===== config.mk =====
export PLATFORM = sky130hd
export DESIGN_NAME = big_core_dmem_responder
export DESIGN_NICKNAME = d
export VERILOG_FILES = /design/src/rtl/big_core_dmem_responder.sv
export SDC_FILE = /design/constraint.sdc
export NUM_CORES = 1
export LEC_CHECK = 0
export ABC_AREA = 1
export CAP_MARGIN = 20
export CORE_AREA = 2 2 140 142
export DETAILED_ROUTE_END_ITERATION = 12
export DIE_AREA = 0 0 142 144
export GPL_ROUTABILITY_DRIVEN = 0
export MAX_ROUTING_LAYER = met4
export PLACE_DENSITY = 0.7
export SYNTH_ARGS = -nofsm -noshare
export SYNTH_HDL_FRONTEND = slang
export SYNTH_SLANG_ARGS = --single-unit

===== constraint.sdc =====
create_clock -name Clock -period 5.3 [get_ports Clock]
set_clock_uncertainty 0.15 [all_clocks]
set_input_delay 1.59 -clock Clock [delete_from_list [all_inputs] [get_ports Clock]]
set_output_delay 1.59 -clock Clock [all_outputs]
set_load 0.02 [all_outputs]

===== src/rtl/big_core_dmem_responder.sv =====
// big_core_dmem_responder
//
// Data-memory access unit for the big_core pipeline. Captures Q103H load/store
// requests, issues them on the data-memory fabric with a valid/ready handshake,
// collects read responses and formats them into LoadDataQ105H. ReadyQ105H is
// the global pipeline advance enable and is high only while the FSM is idle.
//
// Ports:
//   Clock, Rst                 core clock, asynchronous active-high reset
//   CtrlDMemRdEnQ103H/WrEn     load / store request (both high = store)
//   CtrlLsSizeQ103H            0 byte, 1 half, 2/3 word
//   CtrlSignExtQ103H           sign-extend load data
//   DMemAddressQ103H           byte address
//   DMemWrDataQ103H            right-justified store data
//   FabReq*                    fabric request channel (valid/ready)
//   FabRspValid, FabRspData    fabric read response
//   ReadyQ105H                 pipeline advance enable
//   LoadDataQ105H              formatted load result
//   MisalignErr, TimeoutErr    sticky error flags

module big_core_dmem_responder #(
  parameter int unsigned RSP_TIMEOUT = 256
) (
  input  logic        Clock,
  input  logic        Rst,
  input  logic        CtrlDMemRdEnQ103H,
  input  logic        CtrlDMemWrEnQ103H,
  input  logic [1:0]  CtrlLsSizeQ103H,
  input  logic        CtrlSignExtQ103H,
  input  logic [31:0] DMemAddressQ103H,
  input  logic [31:0] DMemWrDataQ103H,
  output logic        FabReqValid,
  input  logic        FabReqReady,
  output logic        FabReqWr,
  output logic [31:0] FabReqAddress,
  output logic [31:0] FabReqData,
  output logic [3:0]  FabReqByteEn,
  input  logic        FabRspValid,
  input  logic [31:0] FabRspData,
  output logic        ReadyQ105H,
  output logic [31:0] LoadDataQ105H,
  output logic        MisalignErr,
  output logic        TimeoutErr
);

  localparam int unsigned CntW = ($clog2(RSP_TIMEOUT) > 8) ? $clog2(RSP_TIMEOUT) : 8;
  localparam logic [CntW-1:0] CntLast = CntW'(RSP_TIMEOUT - 1);

  typedef enum logic [1:0] {
    StIdle,
    StReq,
    StWaitRsp
  } state_e;

  state_e          state_q, state_d;
  logic [CntW-1:0] cnt_q, cnt_d;
  logic [31:0]     load_q, load_d;
  logic            misalign_q, misalign_d;
  logic            timeout_q, timeout_d;

  // Captured request
  logic        wr_q;
  logic [31:0] addr_q;
  logic [1:0]  lane_q;
  logic [1:0]  size_q;
  logic        sext_q;
  logic [31:0] data_q;
  logic [3:0]  be_q;

  logic        req_any;
  logic        aligned;
  logic        capture;
  logic [1:0]  size_norm;
  logic [3:0]  be_new;
  logic [31:0] data_new;
  logic [31:0] rsp_shift;
  logic [15:0] rsp_half;
  logic [31:0] load_fmt;

  assign req_any   = CtrlDMemRdEnQ103H | CtrlDMemWrEnQ103H;
  assign size_norm = (CtrlLsSizeQ103H == 2'd3) ? 2'd2 : CtrlLsSizeQ103H;

  always_comb begin
    aligned  = 1'b1;
    be_new   = 4'b1111;
    data_new = DMemWrDataQ103H;
    unique case (size_norm)
      2'd0: begin
        be_new   = 4'b0001 << DMemAddressQ103H[1:0];
        data_new = {4{DMemWrDataQ103H[7:0]}};
      end
      2'd1: begin
        aligned  = ~DMemAddressQ103H[0];
        be_new   = 4'b0011 << DMemAddressQ103H[1:0];
        data_new = {2{DMemWrDataQ103H[15:0]}};
      end
      default: begin
        aligned = ~|DMemAddressQ103H[1:0];
      end
    endcase
  end

  // Load formatting from the captured lane/size/extension
  assign rsp_shift = FabRspData >> {lane_q, 3'b000};
  assign rsp_half  = lane_q[1] ? FabRspData[31:16] : FabRspData[15:0];

  always_comb begin
    load_fmt = FabRspData;
    unique case (size_q)
      2'd0:    load_fmt = {{24{sext_q & rsp_shift[7]}}, rsp_shift[7:0]};
      2'd1:    load_fmt = {{16{sext_q & rsp_half[15]}}, rsp_half};
      default: load_fmt = FabRspData;
    endcase
  end

  always_comb begin
    state_d    = state_q;
    cnt_d      = cnt_q;
    load_d     = load_q;
    misalign_d = misalign_q;
    timeout_d  = timeout_q;
    capture    = 1'b0;
    unique case (state_q)
      StIdle: begin
        if (req_any) begin
          if (aligned) begin
            capture = 1'b1;
            state_d = StReq;
          end else begin
            misalign_d = 1'b1;
          end
        end
      end
      StReq: begin
        if (FabReqReady) begin
          if (wr_q) begin
            state_d = StIdle;
          end else begin
            state_d = StWaitRsp;
            cnt_d   = '0;
          end
        end
      end
      StWaitRsp: begin
        cnt_d = cnt_q + 1'b1;
        // A response in the final cycle still beats the timeout.
        if (FabRspValid) begin
          load_d  = load_fmt;
          state_d = StIdle;
        end else if (cnt_q == CntLast) begin
          timeout_d = 1'b1;
          load_d    = '0;
          state_d   = StIdle;
        end
      end
      default: state_d = StIdle;
    endcase
  end

  always_ff @(posedge Clock or posedge Rst) begin
    if (Rst) begin
      state_q    <= StIdle;
      cnt_q      <= '0;
      load_q     <= '0;
      misalign_q <= 1'b0;
      timeout_q  <= 1'b0;
    end else begin
      state_q    <= state_d;
      cnt_q      <= cnt_d;
      load_q     <= load_d;
      misalign_q <= misalign_d;
      timeout_q  <= timeout_d;
    end
  end

  always_ff @(posedge Clock or posedge Rst) begin
    if (Rst) begin
      wr_q   <= 1'b0;
      addr_q <= '0;
      lane_q <= '0;
      size_q <= '0;
      sext_q <= 1'b0;
      data_q <= '0;
      be_q   <= '0;
    end else if (capture) begin
      wr_q   <= CtrlDMemWrEnQ103H;
      addr_q <= {DMemAddressQ103H[31:2], 2'b00};
      lane_q <= DMemAddressQ103H[1:0];
      size_q <= size_norm;
      sext_q <= CtrlSignExtQ103H;
      data_q <= data_new;
      be_q   <= be_new;
    end
  end

  assign ReadyQ105H    = (state_q == StIdle);
  assign FabReqValid   = (state_q == StReq);
  assign FabReqWr      = wr_q;
  assign FabReqAddress = addr_q;
  assign FabReqData    = data_q;
  assign FabReqByteEn  = be_q;
  assign LoadDataQ105H = load_q;
  assign MisalignErr   = misalign_q;
  assign TimeoutErr    = timeout_q;

endmodule


==> impl_metrics.tcl, run 1 <==
set metrics [dict create \
    cts.hold.buffers_added 0 \
    die_w_um 142 \
    synth-warning-count 0 \
    holdPathStages 2 \
    clock_latency_ns 0.41 \
    netlist_instances 713 \
    worstPathCellList "clkdlybuf4s50_1, inv_1, nor2_2, inv_1, buf_8, a21oi_1, nand2_1, nand2_1" \
    met1Wirelength_um 7383 \
    drt_iter0_drc 397 \
    tightestPinTransition_ns 0.8867 \
    post_cts.resized_instances 0 \
    leakage_power_nw 3.990 \
    ys_ff_latch 116 \
    io_pins 210 \
    cts_max_path_buffers 2 \
    mean_syn_cell_area_sq_um 7.897 \
    stdcell_count 1157 \
    power_per_cell_area_nw_per_um2 586.7 \
    holdCritPathClass "register to register" \
    antenna_violations_before_repair 0 \
    dr.max_layer_used "met4" \
    post_drt_via_cell_ratio 4.646 \
    utilization 0.4389 \
    design.die.area_sq_um 20450 \
    fraction_of_final_layout_cells_with_drive_strength_greater_than_1 0.07835 \
    cts-root-buf "sky130_fd_sc_hd__clkbuf_16" \
    outcome "finished, final reports clean" \
    timing.critical_path.slowest_cell_delay_ns 0.53 \
    route.met2.wl_um 7589 \
    met3_length_um 1725 \
    ir_drop_uv 276.0 \
    final-hold-violation-count 0 \
    globalRouteOverflowTotal 0 \
    setup.worst_path.class "input pin to register" \
    setup.worst_path.start_class "input pin" \
    grt_pass1_wl_um 27100 \
    worstSetupStartpoint "FabRspValid" \
    critical_path_buf_inv_count 4 \
    cap_violations 0 \
    count_of_flip_flops_with_a_built_in_enable_after_synthesis 0 \
    die_y_um 144 \
    cts.sinks 116 \
    core_area_sq_um 19080 \
    synthArstFlopShare 1.000 \
    fp-row-count 51 \
    post-route-drc-count 0 \
    critPathArrivalTime_ns 3.72 \
    drt.antenna.violating_nets 0 \
    clock_tree_from_tritoncts "yes" \
    routedWlPerCell_um 14.67 \
    place.detailed.instances 1125 \
    route.vias.total 5375 \
    peak_fanout_along_the_critical_path 24 \
    dp_hpwl_um 11900 \
    syn2layout_area_growth_pct 48.73 \
    yosys_most_used_dff "sky130_fd_sc_hd__dfrtp_1" \
    setup_tns_ns 0 \
    worstReg2RegStart "size_q[1]" \
    grt_start_max_net_pins 85 \
    max_freq_mhz 283.9 \
    synth_top_cells_by_area "sky130_fd_sc_hd__dfrtp_1, sky130_fd_sc_hd__nand2_1, sky130_fd_sc_hd__o21ai_0, sky130_fd_sc_hd__nand3_1, sky130_fd_sc_hd__o21ai_2" \
    grt_util_all_layers 0.1756 \
    timing.critical_path.max_delay_family "buffers and inverters" \
    finalCritPeriodShare 0.6647 \
    synthTopCellsByCount "sky130_fd_sc_hd__nand2_1, sky130_fd_sc_hd__dfrtp_1, sky130_fd_sc_hd__o21ai_0" \
    cp_slowest_cell "sky130_fd_sc_hd__inv_1" \
    h_tree_level_count 4 \
    wl_um 16970 \
    yosysSeqAreaShare 0.5156 \
    drtPass1Iterations 7 \
    setup_repair_after_global_routing_missed_its_margin "false" \
    report.final.slew_viol_count 0 \
    r2r_setup_slack_ns 2.59 \
    synth_cell_type_count 35 \
    first_global_vias 5148 \
    initial_core_util 0.2951 \
    synth_top_cell_by_area "sky130_fd_sc_hd__dfrtp_1" \
    worst_ep_required_time_ns 5.49 \
    area_share_of_the_largest_cell_type_after_synthesis 0.5156 \
    finalNetCount 1012 \
    final_period_minus_worst_setup_slack_ns 3.523 \
    fillers 1876 \
    setup_viol 0 \
    most_instantiated_library_cell_after_synthesis "sky130_fd_sc_hd__nand2_1" \
    hp-start "FabReqByteEn[2]" \
    numCtsBuffers 17 \
    port_buffers 207 \
    rr_worst_depth 9 \
    max_slew_margin 0.4089 \
    timing.critical_path.depth 8 \
    clkTransAtPathRegs_ns 0.05 \
    post_cts.repair.setup_buffers 0 \
    critPathCaptureType "register" \
    mapped_area_sq_um 5630 \
    num_antenna_cells 0 \
]
cell families after synthesis:
group | share of synthesized area
AO/OA/AOI/OAI | 0.1084
XOR/XNOR | 0.004668
adder cells (fa/ha/maj) | 0.002222
buffers and inverters | 0.06844
flip-flops | 0.5156
other | 0.0006660
AND/OR/NAND/NOR | 0.3000
worst paths after layout:
path / to
max: LoadDataQ105H[8]
min: FabReqByteEn[2]
max reg2reg: LoadDataQ105H[31]
min reg2reg: FabReqByteEn[2]
max in group asynchronous: FabReqData[9]
min in group asynchronous: LoadDataQ105H[10]
cell type report:
class / instances / area, sq um / share of cell area
Clock buffer: 21 / 450.4 / 0.05379
Clock inverter: 11 / 103.9 / 0.01240
Inverter: 37 / 143.9 / 0.01718
Multi-Input combinational cell: 522 / 2346 / 0.2801
Sequential cell: 116 / 2903 / 0.3466
Tap cell: 238 / 297.8 / 0.03556
Timing Repair Buffer: 212 / 2130 / 0.2543
worst reg2reg max path: stages, from the launching register on:
cell and delay (ns):
sky130_fd_sc_hd__dfrtp_1 0.92, sky130_fd_sc_hd__inv_2 0.33, sky130_fd_sc_hd__nand2_2 0.27, sky130_fd_sc_hd__nor2_1 0.07, sky130_fd_sc_hd__nand2_1 0.07, sky130_fd_sc_hd__nand2_1 0.06, sky130_fd_sc_hd__nand2_2 0.19, sky130_fd_sc_hd__nand2_4 0.11
sky130_fd_sc_hd__nand2_2 0.29, sky130_fd_sc_hd__o21ai_0 0.13
where the power goes:
part           internal (mW)  switching [mW]
clock network          0.658           0.415
registers               1.27           0.276
logic                  0.987            1.30
total                   2.92            2.00
per-layer routing:
metal,global-route usage,vias to the layer above
li1,-,2655
met3,0.06291,21
met2,0.2588,233
met4,0.05421,0
met1,0.2266,2466
met5,-,-
flip-flops by register name (all words and copies together), names as in the netlist:
signal,cells
FabReqData,32
LoadDataQ105H,32
lane_q,2
sext_q,1
state_q,2
FabReqByteEn,4
FabReqAddress,30
MisalignErr,1
TimeoutErr,1
size_q,2
FabReqWr,1
cnt_q,8
cell usage in the layout, fill, tap and decap left out, types with 2 or more instances in the layout:
| cell | netlist | routed |
|---|---|---|
| sky130_fd_sc_hd__nand2_1 | 322 | 322 |
| sky130_fd_sc_hd__or2_2 | 6 | 6 |
| sky130_fd_sc_hd__o21ai_1 | 3 | 3 |
| sky130_fd_sc_hd__a21oi_1 | 20 | 20 |
| sky130_fd_sc_hd__nor2_1 | 13 | 13 |
| sky130_fd_sc_hd__inv_4 | 1 | 2 |
| sky130_fd_sc_hd__nand4_1 | 6 | 6 |
| sky130_fd_sc_hd__buf_4 | 2 | 3 |
| sky130_fd_sc_hd__clkinv_2 | 0 | 2 |
| sky130_fd_sc_hd__o22ai_1 | 2 | 2 |
| sky130_fd_sc_hd__o31ai_1 | 3 | 3 |
| sky130_fd_sc_hd__inv_1 | 32 | 31 |
| sky130_fd_sc_hd__xor2_1 | 2 | 2 |
| sky130_fd_sc_hd__o21ai_2 | 16 | 16 |
| sky130_fd_sc_hd__o21ai_0 | 61 | 61 |
| sky130_fd_sc_hd__nand3_1 | 51 | 51 |
| sky130_fd_sc_hd__inv_6 | 0 | 2 |
| sky130_fd_sc_hd__clkbuf_16 | 0 | 17 |
| sky130_fd_sc_hd__clkbuf_1 | 20 | 3 |
| sky130_fd_sc_hd__nor2_4 | 2 | 2 |
| sky130_fd_sc_hd__nand2_2 | 5 | 5 |
| sky130_fd_sc_hd__clkdlybuf4s50_1 | 0 | 207 |
| sky130_fd_sc_hd__conb_1 | 1 | 2 |
| sky130_fd_sc_hd__dfrtp_1 | 116 | 116 |
| sky130_fd_sc_hd__clkinvlp_4 | 0 | 5 |
| sky130_fd_sc_hd__inv_2 | 3 | 3 |
per-stage QoR:
step / cell area [sq um] / power [mW] / setup WS (ns) / hold slack, ns
after floorplan: 5634 / 2.862 / 0.4876 / 0.3202
after CTS: 8374 / 4.975 / 1.799 / 0.3217
after global placement: 7805 / 3.835 / 1.284 / 0.3015
final: 8374 / 4.913 / 1.777 / 0.3152
after global routing: 8374 / 5.270 / 1.553 / 0.3421
after detailed placement: 7820 / 3.867 / 1.377 / 0.3079
Note: power is estimated with default switching activity, not from simulation.
==> run 2, diff against run 1 <==
PLACE_DENSITY = 0.72   (was 0.7)
clock period = 3.2 ns   (was 5.3 ns; I/O delays follow)
==> impl_metrics.tcl, run 2 (synthesized netlist as in run 1, its figures left out) <==
set metrics [dict create \
    outcome "finished, final reports clean" \
    timing.critical_path.slowest_cell_delay_ns 0.63 \
    worst_ep_required_time_ns 2.09 \
    tightestPinTransition_ns 0.5146 \
    post_cts.resized_instances 0 \
    clkTransAtPathRegs_ns 0.06 \
    post_cts.repair.setup_buffers 0 \
    max_slew_margin 0.6556 \
    cap_violations 0 \
    cts.hold.buffers_added 0 \
    place.detailed.instances 1135 \
    utilization 0.4492 \
    clock_latency_ns 0.41 \
    max_freq_mhz 369.9 \
    most_common_library_cell_in_the_layout_ignoring_fill_and_taps "sky130_fd_sc_hd__nand2_1" \
    grt_start_max_net_pins 56 \
    holdPathEnd "FabReqData[24]" \
    dp_hpwl_um 12540 \
    power.share.sequential 0.291 \
    num_antenna_cells 0 \
    io_pins 210 \
    switching_share 0.3917 \
    setup_tns_ns 0 \
    holdCritPathClass "register to register" \
    h_tree_level_count 4 \
    p_comb_frac 0.460 \
    wl_um 17360 \
    report.final.slew_viol_count 0 \
    holdPathStages 2 \
    finalCritPeriodShare 0.8449 \
    setup.worst_path.start_class "register" \
    numCtsBuffers 17 \
    clock_power_share 0.249 \
    holdWs_ns 0.3189 \
    setup_repair_after_global_routing_missed_its_margin "false" \
    p_switching_mw 3.363 \
    hp-start "FabReqData[24]" \
    drtPass1Iterations 5 \
    final-hold-violation-count 0 \
    worstReg2RegStart "size_q[1]" \
    globalRouteOverflowTotal 0 \
    finalNetCount 1022 \
    syn2layout_area_growth_pct 52.22 \
    final_period_minus_worst_setup_slack_ns 2.704 \
    fraction_of_final_layout_cells_with_drive_strength_greater_than_1 0.09042 \
    setup_viol 0 \
    fp-row-count 51 \
    design.die.area_sq_um 20450 \
    initial_core_util 0.2951 \
    cp_slowest_cell "sky130_fd_sc_hd__clkdlybuf4s50_1" \
    dpl-instance-area_sq_um 7914 \
    final_cell_mix "sky130_fd_sc_hd__nand2_1, sky130_fd_sc_hd__clkdlybuf4s50_1, sky130_fd_sc_hd__dfrtp_1" \
    cts-root-buf "sky130_fd_sc_hd__clkbuf_16" \
    drt.antenna.violating_nets 0 \
    first_global_vias 5284 \
    critPathCaptureType "output pin" \
    timing.critical_path.depth 2 \
    core_area_sq_um 19080 \
    stdcell_count 1167 \
    leakage_power_nw 4.097 \
    power_per_cell_area_nw_per_um2 1002 \
    setup.worst_path.class "register to output pin" \
    routedWlPerCell_um 14.87 \
    cts.sinks 116 \
    drt_iter0_drc 334 \
    rr_endpoint "LoadDataQ105H[31]" \
    clock_tree_from_tritoncts "yes" \
    rr_worst_depth 9 \
    fillers 1843 \
    critical_path_buf_inv_count 1 \
    worstPathCellList "nor2_1, clkdlybuf4s50_1" \
    post_drt_via_cell_ratio 4.705 \
    cts_max_path_buffers 2 \
    grt_util_all_layers 0.1764 \
    port_buffers 207 \
    critPathArrivalTime_ns 1.59 \
    post-route-drc-count 0 \
    grt_pass1_wl_um 27170 \
    timing.critical_path.max_delay_family "buffers and inverters" \
    route.vias.total 5491 \
    r2r_setup_slack_ns 1.16 \
    die_w_um 142 \
    postLayoutCellArea_sq_um 8571 \
    internal-power_mw 5.222 \
    antenna_violations_before_repair 0 \
    ir_drop_uv 384.1 \
    die_y_um 144 \
    peak_fanout_along_the_critical_path 4 \
]
==> run 2: changes by cell type in the layout (fill, tap and decap cells not counted), sizes merged <==
cell,before,now
clkbuf,21,20
inv,38,37
bufinv,1,5
clkinvlp,5,4
clkinv,4,3
buf,5,15
==> run 2: layout make-up <==
type	instances	area [sq um]	share of cell area
inverter	37	145.1	0.01693
tap	238	297.8	0.03474
multi-input combinational	522	2346	0.2737
clock buffer	20	456.7	0.05328
timing repair buffer	222	2222	0.2593
clock inverter	12	200.2	0.02336
sequential	116	2903	0.3387
==> run 2: layer usage <==
| layer | global-route usage | vias up | part of all wire |
|---|---|---|---|
| met3 | 0.05728 | 33 | 0.089 |
| met1 | 0.2219 | 2541 | 0.43 |
| met4 | 0.07263 | 0 | 0.025 |
| li1 | - | 2678 | - |
| met5 | - | - | 0 |
| met2 | 0.2629 | 239 | 0.45 |
==> run 2: per-stage QoR <==
| stage | total power, mW | setup WS [ns] |
|---|---|---|
| after global placement | 6.428 | 0.3490 |
| after detailed placement | 6.479 | 0.3431 |
| final | 8.585 | 0.4964 |
| after global routing | 9.144 | 0.4230 |
| after CTS | 8.671 | 0.4750 |
| after floorplan | 4.740 | 0.6766 |
==> run 2: worst register-to-register path, stage by stage (launching register included) <==
cell and delay [ns]:
sky130_fd_sc_hd__dfrtp_1 0.38, sky130_fd_sc_hd__inv_2 0.25, sky130_fd_sc_hd__nand2_2 0.18, sky130_fd_sc_hd__nor2_1 0.13, sky130_fd_sc_hd__nand2_1 0.08, sky130_fd_sc_hd__nand2_1 0.08
sky130_fd_sc_hd__nand2_2 0.14, sky130_fd_sc_hd__nand2_4 0.14, sky130_fd_sc_hd__nand2_2 0.21, sky130_fd_sc_hd__o21ai_0 0.22
==> run 2: worst max-delay path by stage <==
stage                        end                 from  slack, ns
6_report              ReadyQ105H           state_q[1]       0.50
5_1_grt               ReadyQ105H           state_q[1]       0.42
4_1_cts               ReadyQ105H           state_q[1]       0.47
3_3_place_gp           size_q[0]  DMemAddressQ103H[0]       0.35
2_1_floorplan  FabReqAddress[10]                  Rst       0.68
3_5_place_dp           size_q[1]   CtrlLsSizeQ103H[0]       0.34
==> run 2: power groups by stage <==
stage,registers (mW),logic (mW),clock network (mW)
6_report,2.50,3.95,2.14
5_1_grt,2.58,4.30,2.27
4_1_cts,2.50,3.98,2.19
3_5_place_dp,2.51,3.97,0
3_3_place_gp,2.51,3.92,0
2_1_floorplan,3.16,1.58,0
